===== config.mk =====
export PLATFORM = sky130hd
export DESIGN_NAME = bitwise_unit_arbiter
export DESIGN_NICKNAME = d
export VERILOG_FILES = /design/src/rtl/bitwise_unit_arbiter_pkg.sv /design/src/rtl/bitwise_unit_arbiter_bitwise.sv /design/src/rtl/bitwise_unit_arbiter_rr_arbiter_2.sv /design/src/rtl/bitwise_unit_arbiter.sv
export SDC_FILE = /design/constraint.sdc
export NUM_CORES = 1
export LEC_CHECK = 0
export BUFFER_PORTS_ARGS = -buffer_cell sky130_fd_sc_hd__buf_2
export CAP_MARGIN = 20
export CORE_ASPECT_RATIO = 1.2
export CORE_UTILIZATION = 47
export CTS_BUF_LIST = sky130_fd_sc_hd__clkbuf_8
export DETAILED_ROUTE_END_ITERATION = 12
export PLACE_DENSITY = 0.85
export RECOVER_POWER = 25
export REMOVE_ABC_BUFFERS = 1
export SYNTH_ARGS = -nofsm -noshare
export SYNTH_HDL_FRONTEND = slang
export SYNTH_SLANG_ARGS = --single-unit

===== constraint.sdc =====
create_clock -name clock -period 1.4 [get_ports clock]
set_input_delay 0.07 -clock clock [delete_from_list [all_inputs] [get_ports clock]]
set_output_delay 0.07 -clock clock [all_outputs]
set_load 0.1 [all_outputs]

===== src/rtl/bitwise_unit_arbiter_pkg.sv =====
// Shared constants and types for the two-requester bitwise unit.
package bitwise_unit_arbiter_pkg;

    localparam int unsigned DEFAULT_WIDTH = 32;

    localparam logic OP_AND = 1'b0;
    localparam logic OP_OR  = 1'b1;

    localparam logic REQ0 = 1'b0;
    localparam logic REQ1 = 1'b1;

    typedef enum logic {
        BUF_EMPTY = 1'b0,
        BUF_FULL  = 1'b1
    } buf_state_t;

endpackage


===== src/rtl/bitwise_unit_arbiter_bitwise.sv =====
// Plain combinational bitwise primitives shared by the unit.
module bitwise_and #(
    parameter int unsigned WIDTH = 32
) (
    input  logic [WIDTH-1:0] in_0,
    input  logic [WIDTH-1:0] in_1,
    output logic [WIDTH-1:0] out
);

    assign out = in_0 & in_1;

endmodule

module bitwise_or #(
    parameter int unsigned WIDTH = 32
) (
    input  logic [WIDTH-1:0] in_0,
    input  logic [WIDTH-1:0] in_1,
    output logic [WIDTH-1:0] out
);

    assign out = in_0 | in_1;

endmodule


===== src/rtl/bitwise_unit_arbiter_rr_arbiter_2.sv =====
// Two-way round-robin arbiter; the previous winner loses the next contention.
module rr_arbiter_2
    import bitwise_unit_arbiter_pkg::*;
(
    input  logic       clock,
    input  logic       reset_n,
    input  logic [1:0] req,
    input  logic       accept,
    input  logic       fire,
    output logic [1:0] gnt
);

    logic last_grant;

    // Grant only when the output buffer can accept; a lone requester always wins.
    always_comb begin
        gnt    = 2'b00;
        gnt[0] = accept && req[0] && (!req[1] || (last_grant == REQ1));
        gnt[1] = accept && req[1] && (!req[0] || (last_grant == REQ0));
    end

    // Remember the winner of the most recent transfer; starts so req0 wins first.
    always_ff @(posedge clock or negedge reset_n) begin
        if (!reset_n) begin
            last_grant <= REQ1;
        end else if (fire) begin
            last_grant <= gnt[1];
        end
    end

endmodule


===== src/rtl/bitwise_unit_arbiter.sv =====
// Shares one AND/OR datapath between two requesters behind a one-entry result buffer.
module bitwise_unit_arbiter
    import bitwise_unit_arbiter_pkg::*;
#(
    parameter int unsigned WIDTH = DEFAULT_WIDTH
) (
    input  logic             clock,
    input  logic             reset_n,
    input  logic             req0_valid,
    input  logic             req0_op,
    input  logic [WIDTH-1:0] req0_a,
    input  logic [WIDTH-1:0] req0_b,
    output logic             req0_ready,
    input  logic             req1_valid,
    input  logic             req1_op,
    input  logic [WIDTH-1:0] req1_a,
    input  logic [WIDTH-1:0] req1_b,
    output logic             req1_ready,
    output logic             resp_valid,
    input  logic             resp_ready,
    output logic [WIDTH-1:0] resp_data,
    output logic             resp_id,
    output logic             resp_op
);

    buf_state_t       state;
    buf_state_t       state_next;
    logic             accept;
    logic [1:0]       gnt;
    logic             fire;
    logic             sel;
    logic             op_sel;
    logic [WIDTH-1:0] op_a;
    logic [WIDTH-1:0] op_b;
    logic [WIDTH-1:0] and_out;
    logic [WIDTH-1:0] or_out;
    logic [WIDTH-1:0] result;

    // The buffer can take a new result when empty or when it drains this cycle.
    assign accept     = !resp_valid || resp_ready;
    assign fire       = |gnt;
    assign sel        = gnt[1];
    assign req0_ready = gnt[0];
    assign req1_ready = gnt[1];
    assign resp_valid = (state == BUF_FULL);

    rr_arbiter_2 u_arb (
        .clock   (clock),
        .reset_n (reset_n),
        .req     ({req1_valid, req0_valid}),
        .accept  (accept),
        .fire    (fire),
        .gnt     (gnt)
    );

    // Steer the granted requester's operands onto the shared datapath.
    always_comb begin
        op_sel = req0_op;
        op_a   = req0_a;
        op_b   = req0_b;
        if (sel == REQ1) begin
            op_sel = req1_op;
            op_a   = req1_a;
            op_b   = req1_b;
        end
    end

    bitwise_and #(.WIDTH(WIDTH)) u_and (
        .in_0 (op_a),
        .in_1 (op_b),
        .out  (and_out)
    );

    bitwise_or #(.WIDTH(WIDTH)) u_or (
        .in_0 (op_a),
        .in_1 (op_b),
        .out  (or_out)
    );

    assign result = (op_sel == OP_OR) ? or_out : and_out;

    // Buffer occupancy register.
    always_ff @(posedge clock or negedge reset_n) begin
        if (!reset_n) begin
            state <= BUF_EMPTY;
        end else begin
            state <= state_next;
        end
    end

    // Fill on transfer, drain on consumer ready, stay full on back-to-back.
    always_comb begin
        state_next = state;
        case (state)
            BUF_EMPTY: if (fire) state_next = BUF_FULL;
            BUF_FULL:  if (fire) state_next = BUF_FULL;
                       else if (resp_ready) state_next = BUF_EMPTY;
            default:   state_next = BUF_EMPTY;
        endcase
    end

    // Payload captured only on a transfer, so it holds steady under backpressure.
    always_ff @(posedge clock or negedge reset_n) begin
        if (!reset_n) begin
            resp_data <= '0;
            resp_id   <= REQ0;
            resp_op   <= OP_AND;
        end else if (fire) begin
            resp_data <= result;
            resp_id   <= sel;
            resp_op   <= op_sel;
        end
    end

endmodule


# ---- Yosys cells after proc, flatten, opt, wreduce, memory -nomap -nowiden
# Cells that the tools add are included.
dict set report op_classes {
  mux 8
  n_bitwise 4
  n_reduce_logical 11
}
# cell n
set op_table {}
lappend op_table {{32-bit two-way mux} 3}
lappend op_table {{32-bit bitwise AND} 1}
lappend op_table {{32-bit OR} 1}
lappend op_table {{1-bit logical AND} 4}
lappend op_table {{1-bit two-way mux} 4}
lappend op_table {{1-bit logical NOT} 3}
lappend op_table {{1-bit logical OR} 3}
lappend op_table {{1-bit NOT} 2}
lappend op_table {{1-bit case mux with 2 select lines} 1}
lappend op_table {{2-bit OR reduction} 1}
dict set report totals {
  register_bits 36
  input_bits 135
  out_inout_bits 37
  word_cells 28
}

# ---- Depth between registers and ports, before layout
dict set report depth {
  ltp_word 7
  mapped_depth 5
  mapped_depth_nobuf 3
}

# ---- Modules after synthesis
# Synthesis repeated with hierarchy kept, for this count alone.
dict set report hier_totals {
  hier_cells 335
  hier_area_um2 3153.0
}
# mod instances cells_per_inst area_per_inst_um2
set by_module_without_submodules {}
lappend by_module_without_submodules {bitwise_unit_arbiter 1 263 2686.3}
lappend by_module_without_submodules {bitwise_and 1 32 200.2}
lappend by_module_without_submodules {bitwise_or 1 32 200.2}
lappend by_module_without_submodules {rr_arbiter_2 1 8 66.3}

# ---- Worst setup path after synthesis
# No wires, ideal clock.
dict set report synth_timing {
  kind {reg-to-output}
  start {register state (netlist: resp_valid)}
  end {output port req1_ready}
  arrival_time_ns 3.404
  required_time_ns 1.330
  slack_ns -2.074
  path_stages_with_launch 5
  path_buffers 2
  cell_sequence {dfrtp_1 -> nor2b_4 -> buf_8 -> clkbuf_1 -> nor3_1}
}
dict set report synth_between {
  elab_chain_cells 4
}
# item line
set synth_lines {}
lappend synth_lines {{start, declared} bitwise_unit_arbiter.sv:26} ;# buf_state_t state;
lappend synth_lines {{start signal, assigned} bitwise_unit_arbiter.sv:87} ;# state <= state_next;
lappend synth_lines {{1-bit logical NOT} bitwise_unit_arbiter.sv:40} ;# assign accept = !resp_valid || resp_ready;
lappend synth_lines {{1-bit logical OR} bitwise_unit_arbiter.sv:40}
lappend synth_lines {{1-bit logical AND (2 in series)} bitwise_unit_arbiter_rr_arbiter_2.sv:19} ;# gnt[1] = accept && req[1] && (!req[0] || (last_grant == REQ0));
lappend synth_lines {{end, declared} bitwise_unit_arbiter.sv:18} ;# output logic req1_ready,
# Every way passes these cells.

# ---- Worst setup path in the final report
dict set report layout_timing {
  start {register u_arb.last_grant}
  end {register resp_data[26]}
}
dict set report layout_between {
  elab_chain_cells 6
}
# item line
set layout_lines {}
lappend layout_lines {{start, declared} bitwise_unit_arbiter_rr_arbiter_2.sv:13} ;# logic last_grant;
lappend layout_lines {{start signal, assigned} bitwise_unit_arbiter_rr_arbiter_2.sv:27} ;# last_grant <= gnt[1];
lappend layout_lines {{1-bit NOT} bitwise_unit_arbiter_rr_arbiter_2.sv:19}
lappend layout_lines {{1-bit logical OR} bitwise_unit_arbiter_rr_arbiter_2.sv:19}
lappend layout_lines {{1-bit logical AND} bitwise_unit_arbiter_rr_arbiter_2.sv:19}
lappend layout_lines {{32-bit two-way mux} bitwise_unit_arbiter.sv:61} ;# if (sel == REQ1) begin
lappend layout_lines {{32-bit bitwise AND / 32-bit OR (equally long branches)} {bitwise_unit_arbiter_bitwise.sv:10, bitwise_unit_arbiter_bitwise.sv:22}}
lappend layout_lines {{32-bit two-way mux} bitwise_unit_arbiter.sv:80} ;# assign result = (op_sel == OP_OR) ? or_out : and_out;
lappend layout_lines {{end signal, assigned} bitwise_unit_arbiter.sv:109} ;# resp_data <= result;
lappend layout_lines {{end, declared} bitwise_unit_arbiter.sv:21} ;# output logic [WIDTH-1:0] resp_data,
# Parallel ways exist; a longest one is shown, timed or not.
# A chain may end at the register's enable or synchronous reset.

==> flow_summary_export.csv <==
group,metric,value,unit
status,outcome,"finished with violations",
status,violations,"setup timing",
clock_network,insertion_delay,0.29,ns
global_route,grt_pass1_vias,3193,
timing,fin_crit,1.44,ns
timing,fin_tns_setup,-0.100,ns
pwr,leakagePower,1.88,nW
clock_network,cts.htree.levels,2,
clock_network,numClockSinks,36,
floorplanning,pin_count,172,
setup_path,worstSetupStartpointType,"register",
floorplanning,rows,32,
final_layout,final_area,0.00440,mm²
global_route,grt_max_degree,35,
global_route,grt_usage,26.8,%
synthesis,avgSynthCellArea,11.3,µm²
synthesis,netlist_instances,287,
placed_design,pre_cts_ws,0.0344,ns
final_layout,layout_common_cells,"buf_2, maj3_2, dfrtp_1, a31oi_1, o31ai_2",
timing,relSlewSlack,65.5,%
placed_design,port_buffers,171,
placed_design,placed_area,0.00414,mm²
final_layout,drive_gt1_share,73.6,%
timing,finalCritPeriodShare,103,%
drt,via_per_inst,5.91,
timing,slew_violations,0,
floorplanning,die_w,77.8,µm
clock_network,cts_root_buf,"clkbuf_8",
setup_path,criticalPathCategory,"reg -> reg",
final_layout,diodes,0,
drt,drtIter0Drc,158,
timing,fmax,0.697,GHz
drt,top_layer,"met4",
synthesis,ys_seq_elements,36,
drt,routed-wl-met3,662,µm
final_layout,stdcell_count,547,
final_layout,area_growth,35.9,%
final_layout,num-nets-final,596,
floorplanning,core,0.00653,mm²
timing,hold_violations,0,
timing,rsz0062_at_grt,"true",
timing,tightest_slew,0.521,ns
final_layout,final_common_cell,"buf_2",
pwr,max-vdd-ir-drop,0.627,mV
timing,whs,0.0368,ns
floorplanning,die_area,0.00723,mm²
timing,setup_viol_count_final,3,
drt,first_pass_iters,4,
clock_network,tritoncts,"built",
setup_path,critPathArrivalTime,1.64,ns
global_route,grt_pass1_wl,15300,µm
placed_design,dp.cells,524,
synthesis,synthDistinctLibCells,29,
pwr,finalPower,5.07,mW
synthesis,ys_warn_count,0,
drt,m1WireLength,3670,µm
drt,post_drt_wl_per_cell,17.6,µm
timing,skew,0.0121,ns
global_route,antenna_found_initial,0,
drt,wirelength,9630,µm
floorplanning,die_y,92.9,µm
placed_design,place.detailed.hpwl,7020,µm
setup_path,cp-end-kind,"register",
worst_hold_path,hold_path.class,"in -> reg",
timing,layout_setup_ws,-0.0355,ns
clock_network,clkTransAtPathRegs,0.07,ns
flow_run,maxCapViolCount,0,
floorplanning,start_util,49.6,%
synthesis,netlist_area,0.00324,mm²
global_route,grt-ovfl-total,0,
setup_path,required,1.60,ns
drt,drc_errors,0,
placed_design,gp_congestion,0.786,
drt,vias,3232,
final_layout,utilization,67.4,%
clock_network,cts_made_buffers,5,
clock_network,cts_max_path_buffers,2,
drt,wl_met2,5010,µm
synthesis,synth-seq-area-share,27.9,%
pwr,p_per_area,1150,mW/mm²
drt,ant_nets,0,
setup_path,crit_fanout,9,
## synth_stat cells, drive strengths merged
library cell / count / area share, %
o211a: 1 / 0.31
clkbuf: 6 / 0.70
nand4: 1 / 0.19
or2: 1 / 0.27
nand2b: 1 / 0.19
inv: 1 / 0.12
dfstp: 1 / 0.81
o21ai: 32 / 4.9
and2: 1 / 0.27
nor3: 1 / 0.15
maj3: 64 / 22
nand2: 3 / 0.58
a31oi: 33 / 6.4
nor2b: 1 / 0.42
dfrtp: 35 / 27
buf: 34 / 11
nor4: 32 / 12
a21oi: 3 / 0.46
o31ai: 33 / 12
a41oi: 1 / 0.27
nor2: 2 / 0.23
## cell families after synthesis
| kind of cell | Yosys count | share of synthesized area (%) |
|---|---|---|
| buf+inv | 41 | 11.4 |
| compound gates | 103 | 24.7 |
| flops | 36 | 27.9 |
| fa+ha+maj | 64 | 22.0 |
| simple gates | 43 | 14.1 |
## layer usage
layer  vias to the layer above  global-route usage, %
li1                       1494                      -
met1                      1538                   30.7
met2                       172                   48.2
met3                        28                   5.32
met4                         0                   11.2
met5                         -                      0
## final cells by class
cell class	count	area (µm²)
clock buffers	7	96.3
clock inverters	1	3.75
fillers	518	2120
inverters	1	3.75
multi-input cells	210	1990
flip-flops and latches	36	902
well taps	85	106
repair buffers	207	1300
## repair_timing
action / 4_1_cts / 5_1_grt
setup buffers: 0 / 14
setup endpoints to repair: 2 / 6
endpoints found under the hold margin: 17 / 0
gates resized for setup: 3 / 4
pin swaps: 1 / 1
hold buffers: 1 / 0
## final timing paths
| path | slack (ns) | from | cells past startpoint | end |
|---|---|---|---|---|
| min reg2reg | 0.49 | resp_data[17]$_DFFE_PN0P_ | 2 | resp_data[17]$_DFFE_PN0P_ |
| min in group asynchronous | 0.25 | reset_n | 2 | resp_data[31]$_DFFE_PN0P_ |
| max in group asynchronous | 0.30 | reset_n | 3 | resp_data[7]$_DFFE_PN0P_ |
| min | 0.04 | req0_valid | 2 | u_arb.last_grant$_DFFE_PN1P_ |
| max reg2reg | -0.04 | u_arb.last_grant$_DFFE_PN1P_ | 6 | resp_data[26]$_DFFE_PN0P_ |
| max | -0.04 | u_arb.last_grant$_DFFE_PN1P_ | 6 | resp_data[26]$_DFFE_PN0P_ |
## registers in the layout, summed over array words and instances, names as in the netlist
signal and flops:
u_arb.last_grant 1, resp_valid 1, resp_op 1, resp_id 1, resp_data 32
## worst max-delay path, stage by stage, from the launching register on
cell and delay [ns]:
dfstp_2 0.56, and2_4 0.19, buf_12 0.14, buf_12 0.14, buf_4 0.11, nor4_2 0.04, o31ai_2 0.17
## power breakdown
part / leakage, nW / total [mW] / internal (mW) / switching [mW]
clock network: 0.0557 / 0.813 / 0.442 / 0.371
logic: 1.39 / 2.93 / 0.837 / 2.09
registers: 0.430 / 1.32 / 1.22 / 0.0993
Note: power is estimated with default switching activity, not from simulation.
